--- src/rtl/board_tile_store.sv ---
// Tile-map memory for the VGA stage: self-initialising maze, req/ack tile writes, pellet tracking.
// Optional feature macro: PELLET_COUNT_EN (adds RD state, pellet_count and level_clear).
module board_tile_store #(
  parameter int GRID_W = 40,
  parameter int GRID_H = 30
) (
  input  logic        clk,
  input  logic        rst,
  input  logic [5:0]  x,
  input  logic [5:0]  y,
  output logic [2:0]  board_data,
  input  logic        wr_req,
  output logic        wr_ready,
  input  logic [5:0]  wr_x,
  input  logic [5:0]  wr_y,
  input  logic [2:0]  wr_data,
  output logic        wr_ack,
  output logic        wr_err,
  output logic        init_done,
  output logic [11:0] pellet_count,
  output logic        level_clear
);

  localparam int N  = GRID_W * GRID_H;
  localparam int AW = $clog2(N);
  localparam logic [AW-1:0] GW_A    = AW'(GRID_W);
  localparam logic [AW-1:0] LAST    = AW'(N - 1);
  localparam logic [5:0]    XMAX    = 6'(GRID_W - 1);
  localparam logic [5:0]    YMAX    = 6'(GRID_H - 1);
  localparam logic [11:0]   CNT_MAX = 12'((N > 4095) ? 4095 : N);

  typedef enum logic [1:0] {INIT, IDLE, RD, WR} state_t;
  state_t state, state_next;

  logic [2:0]    mem [0:N-1];
  logic [AW-1:0] init_addr;
  logic [5:0]    init_x, init_y;
  logic          init_last, init_border;
  logic [AW-1:0] rd_addr, wr_addr_in, wr_addr;
  logic          rd_in_range, wr_in_range;
  logic [2:0]    wr_data_q;
  logic          wr_bad;
  logic          accept;

  // Linear addresses are computed modulo 2^AW; they are only used when in range.
  assign rd_addr     = AW'(y) * GW_A + AW'(x);
  assign wr_addr_in  = AW'(wr_y) * GW_A + AW'(wr_x);
  assign rd_in_range = (x <= XMAX) && (y <= YMAX);
  assign wr_in_range = (wr_x <= XMAX) && (wr_y <= YMAX);
  assign init_last   = (init_addr == LAST);
  assign init_border = (init_x == 6'd0) || (init_y == 6'd0) || (init_x == XMAX) || (init_y == YMAX);
  assign accept      = wr_req && (state == IDLE);

  always_ff @(posedge clk) begin
    if (rst) state <= INIT;
    else     state <= state_next;
  end

  always_comb begin
    state_next = state;
    wr_ready   = 1'b0;
    wr_ack     = 1'b0;
    wr_err     = 1'b0;
    case (state)
      INIT: if (init_last) state_next = IDLE;
      IDLE: begin
        wr_ready = 1'b1;
`ifdef PELLET_COUNT_EN
        if (wr_req) state_next = RD;
`else
        if (wr_req) state_next = WR;
`endif
      end
      RD: state_next = WR;
      WR: begin
        wr_ack     = 1'b1;
        wr_err     = wr_bad;
        state_next = IDLE;
      end
      default: state_next = INIT;
    endcase
  end

  always_ff @(posedge clk) begin
    if (rst) begin
      init_addr <= '0;
      init_x    <= '0;
      init_y    <= '0;
      init_done <= 1'b0;
    end else if (state == INIT) begin
      init_addr <= init_addr + 1'b1;
      if (init_x == XMAX) begin
        init_x <= '0;
        init_y <= init_y + 6'd1;
      end else begin
        init_x <= init_x + 6'd1;
      end
      if (init_last) init_done <= 1'b1;
    end
  end

  always_ff @(posedge clk) begin
    if (rst) begin
      wr_addr   <= '0;
      wr_data_q <= '0;
      wr_bad    <= 1'b0;
    end else if (accept) begin
      wr_addr   <= wr_addr_in;
      wr_data_q <= wr_data;
      wr_bad    <= !wr_in_range;
    end
  end

  // Gated by rst so a write caught by reset is dropped.
  always_ff @(posedge clk) begin
    if (!rst) begin
      if (state == INIT)
        mem[init_addr] <= init_border ? 3'd1 : 3'd2;
      else if (state == WR && !wr_bad)
        mem[wr_addr] <= wr_data_q;
    end
  end

  always_ff @(posedge clk) begin
    if (rst)                              board_data <= 3'd0;
    else if (state == INIT || !rd_in_range) board_data <= 3'd0;
    else                                  board_data <= mem[rd_addr];
  end

`ifdef PELLET_COUNT_EN
  logic [2:0]  old_code;
  logic [11:0] cnt_wr;

  always_ff @(posedge clk) begin
    if (rst)              old_code <= 3'd0;
    else if (state == RD) old_code <= mem[wr_addr];
  end

  always_comb begin
    cnt_wr = pellet_count;
    if (old_code == 3'd2 && wr_data_q != 3'd2 && pellet_count != 12'd0)
      cnt_wr = pellet_count - 12'd1;
    else if (old_code != 3'd2 && wr_data_q == 3'd2 && pellet_count != CNT_MAX)
      cnt_wr = pellet_count + 12'd1;
  end

  always_ff @(posedge clk) begin
    if (rst) begin
      pellet_count <= '0;
      level_clear  <= 1'b0;
    end else begin
      level_clear <= 1'b0;
      if (state == INIT && !init_border) begin
        pellet_count <= pellet_count + 12'd1;
      end else if (state == WR && !wr_bad) begin
        pellet_count <= cnt_wr;
        level_clear  <= (pellet_count == 12'd1) && (cnt_wr == 12'd0);
      end
    end
  end
`else
  assign pellet_count = '0;
  assign level_clear  = 1'b0;
`endif

endmodule

--- config.mk ---
export PLATFORM = sky130hd
export DESIGN_NAME = board_tile_store
export DESIGN_NICKNAME = d
export VERILOG_FILES = /design/src/rtl/board_tile_store.sv
export SDC_FILE = /design/constraint.sdc
export NUM_CORES = 2
export LEC_CHECK = 0
export ABC_AREA = 0
export BUFFER_PORTS_ARGS = -buffer_cell sky130_fd_sc_hd__buf_2
export CAP_MARGIN = 30
export CORE_MARGIN = 5
export CORE_UTILIZATION = 30
export CTS_BUF_LIST = sky130_fd_sc_hd__clkbuf_4
export CTS_CLUSTER_DIAMETER = 60
export CTS_CLUSTER_SIZE = 24
export DETAILED_ROUTE_END_ITERATION = 10
export MAX_ROUTING_LAYER = met4
export PLACE_DENSITY = 0.44
export SLEW_MARGIN = 20
export SYNTH_ARGS = -nofsm -noshare
export SYNTH_HDL_FRONTEND = slang
export SYNTH_SLANG_ARGS = --single-unit
--- constraint.sdc ---
create_clock -name clk -period 44.2 [get_ports clk]
set_input_delay 2.21 -clock clk [delete_from_list [all_inputs] [get_ports clk]]
set_output_delay 2.21 -clock clk [all_outputs]
set_load 0.005 [all_outputs]
==> impl_metrics.tcl <==
set metrics [dict create \
    post_dp_cell_area_sq_um 154500 \
    syn_to_final_growth_pct 9.939 \
    cts_root_buf "clkbuf_4" \
    synthDistinctLibCells 71 \
    drtPass1Iterations 5 \
    clockBufferDepth 4 \
    hpwl_um 285100 \
    hold_path_class "flop to flop" \
    initial_core_util_pct 30.08 \
    via_per_inst 5.264 \
    rsz0062_at_grt "false" \
    tightest_slew_ns 1.093 \
    grt_usage_pct 19.22 \
    globalRouteOverflowTotal 0 \
    grt_use_met2_pct 30.55 \
    dieWidth_um 707.7 \
    setup_viol 0 \
    comb_power_share_pct 9.1 \
    clockPowerShare_pct 31.3 \
    globalplace.congestion 0.8183 \
    min_period_over_period_pct 16.91 \
    ir_drop_uv 21.13 \
    p_int_w 0.004516 \
    fin_skew_ns 0.1330 \
    critPathRequiredTime_ns 45.63 \
    drv_cap 0 \
    antenna_found_initial 57 \
    crit_type "input pin to flop" \
    postRouteWirelength_um 477400 \
    cts_tree "done" \
    fin_hold_ws_ns 0.4667 \
    fin_nets 7809 \
    gr-max-usage-layer "met2" \
    grt_max_degree 213 \
    max_slew_margin_pct 27.11 \
    design_area_sq_um 160600 \
    drtAntennaViolNets 0 \
    synthFlopType "edfxtp_1" \
    vias 76426 \
    use_met3_pct 3.023 \
    synth_edf_count 3600 \
    power_leakage_nw 46.36 \
    cts_buffers 343 \
    wl_per_cell_um 32.88 \
    ys_seq_elements 3644 \
    rows 256 \
    gr-usage-met1_pct 26.05 \
    fmax_ghz 0.1338 \
    core_area_sq_um 485600 \
    power_w 0.006280 \
    async_flop_share_pct 0 \
    critical_path_arrival_ns 8.91 \
    power_frac_seq_pct 59.6 \
    p_switching_w 0.001764 \
    die_area_sq_um 500900 \
    hold_viol 0 \
    ys_seq_area_share_pct 74.62 \
    clk_pin_slew_worst_paths_ns 0.16 \
    drc 0 \
    n_fill_cell 46363 \
    postSynthAreaPerCell_sq_um 19.14 \
    status "completed" \
    grt_pass1_vias 78030 \
    cp-end-kind "flop" \
    critical_path.max_fanout 92 \
    postCtsSetupBuffers 0 \
    slew_violations 0 \
    first_iter_violations 8570 \
    clock-sinks 3644 \
    yosysWarnings 0 \
    grt_pass1_wl_um 658700 \
    dieHeight_um 707.7 \
    synth_area_sq_um 146100 \
    layout-drive-gt1-share_pct 23.98 \
    sw_frac_of_total_pct 28.09 \
    power.density_nw_per_um2 39.11 \
    cts_resized 0 \
    h-tree-depth 5 \
    clk_latency_ns 1.54 \
    fin_cells 14518 \
    period_minus_slack_ns 7.476 \
    port_buffers 36 \
    start_kind "input pin" \
    placedCellCount 13840 \
    final.setup.tns_ns 0 \
    ioPinCount 50 \
    cts_hold_buf 0 \
    syn_inst 7631 \
]
==> cell usage in the layout (no fill, tap or decap), drive strengths merged, types with 9 or more instances in the layout <==
| cell type | instances |
|---|---|
| nand2b | 9 |
| xnor2 | 15 |
| nor3b | 10 |
| clkbuf | 362 |
| bufinv | 16 |
| inv | 154 |
| dfxtp | 44 |
| o22ai | 40 |
| a221oi | 23 |
| conb | 13 |
| a31oi | 14 |
| o221ai | 38 |
| mux4 | 907 |
| ha | 31 |
| a22oi | 135 |
| a22o | 19 |
| nand3 | 28 |
| nor3 | 28 |
| diode | 32 |
| buf | 297 |
| clkinvlp | 30 |
| clkinv | 101 |
| a21oi | 71 |
| a211oi | 21 |
| nor4 | 15 |
| mux2i | 277 |
| edfxtp | 3600 |
| nand2 | 222 |
| and3 | 11 |
| and2 | 12 |
| nor2 | 1294 |
| o21ai | 28 |
| nor2b | 12 |
| xor2 | 21 |
| nand4 | 37 |
==> power groups by stage <==
stage / clock network (W) / logic (W) / registers, W
global placement: 0 / 0.000569 / 0.00382
CTS: 0.00203 / 0.000576 / 0.00375
floorplan: 0 / 0.000270 / 0.00382
finish: 0.00197 / 0.000569 / 0.00375
global route: 0.00217 / 0.000587 / 0.00375
detailed placement: 0 / 0.000574 / 0.00382
==> per-stage QoR <==
step / util (%) / setup WS [ns]
after floorplan: - / 2.131
after global placement: 31.74 / 34.74
after detailed placement: 31.81 / 34.93
after CTS: 33.00 / 36.63
after global routing: 33.06 / 36.26
final: 33.07 / 36.72
==> cells in the mapped netlist (37+ instances only) <==
| cell | instances | share of area, % |
|---|---|---|
| mux4_2 | 907 | 14 |
| nor2_1 | 1294 | 3.3 |
| edfxtp_1 | 3600 | 74 |
| mux2i_1 | 277 | 1.9 |
| clkbuf_1 | 256 | 0.66 |
| o22ai_1 | 40 | 0.17 |
| dfxtp_1 | 44 | 0.60 |
| nand4_1 | 37 | 0.16 |
| a21oi_1 | 71 | 0.24 |
| nand2_1 | 222 | 0.57 |
| buf_1 | 55 | 0.14 |
| buf_6 | 42 | 0.32 |
| buf_2 | 134 | 0.46 |
| a22oi_1 | 135 | 0.69 |
| buf_4 | 47 | 0.24 |
| o221ai_1 | 38 | 0.23 |
==> registers in the layout (all words and copies together) (netlist names) <==
signal,count
mem,3600
wr_addr,11
board_data,3
init_addr,11
wr_data_q,3
state,2
init_x,6
init_done,1
init_y,6
wr_bad,1
==> cells by family after synthesis <==
| group | share of synthesized area (%) |
|---|---|
| adders and majority gates | 0.3204 |
| muxes | 15.93 |
| other | 0.002568 |
| DFF | 74.62 |
| buffers and inverters | 1.976 |
| AOI/OAI and AO/OA | 2.184 |
| xor gates and xnor gates | 0.2159 |
| and+or+nand+nor | 4.749 |
==> final cells by class <==
class                           count  area (sq um)  share of cell area (%)
Antenna cell                       32         80.08                 0.04987
Clock buffer                      362          2718                   1.692
Clock inverter                    275          3089                   1.924
Inverter                           26         106.4                 0.06623
Multi-Input combinational cell   3431         34820                   21.69
Sequential cell                  3644        109000                   67.87
Tap cell                         6450          8070                   5.026
Timing Repair Buffer              298          2698                   1.680
==> worst paths after layout <==
| path | start | to | slack (ns) | depth (start not counted) |
|---|---|---|---|---|
| setup / recovery | x[0] | board_data[2]$_SDFF_PP0_ | 36.72 | 16 |
| hold reg to reg | wr_data_q[0]$_SDFFE_PP0P_ | wr_data_q[0]$_SDFFE_PP0P_ | 0.47 | 2 |
| hold / removal | wr_data_q[0]$_SDFFE_PP0P_ | wr_data_q[0]$_SDFFE_PP0P_ | 0.47 | 2 |
| setup reg to reg | state[1]$_SDFFE_PP0P_ | mem[368][2]$_DFFE_PP_ | 38.16 | 12 |
==> metal layers <==
metal	vias up	wire [um]
li1	31089	-
met1	41800	204100
met2	2962	229300
met3	575	31340
met4	0	12590
met5	-	0
==> worst max-delay path, cell delays in order <==
cell and delay (ns):
buf_12 0.45, buf_4 0.72, buf_4 0.67, buf_4 0.57, buf_12 0.58, buf_4 0.57, buf_12 0.30, mux2i_1 0.13
o221ai_1 0.29, o22ai_1 0.16, nor4_1 0.37, a2111oi_0 0.15, o31ai_1 0.66, o2111ai_1 0.24, o211ai_1 0.30, o311a_1 0.21
No activity file was read; power rests on OpenSTA's default activity.
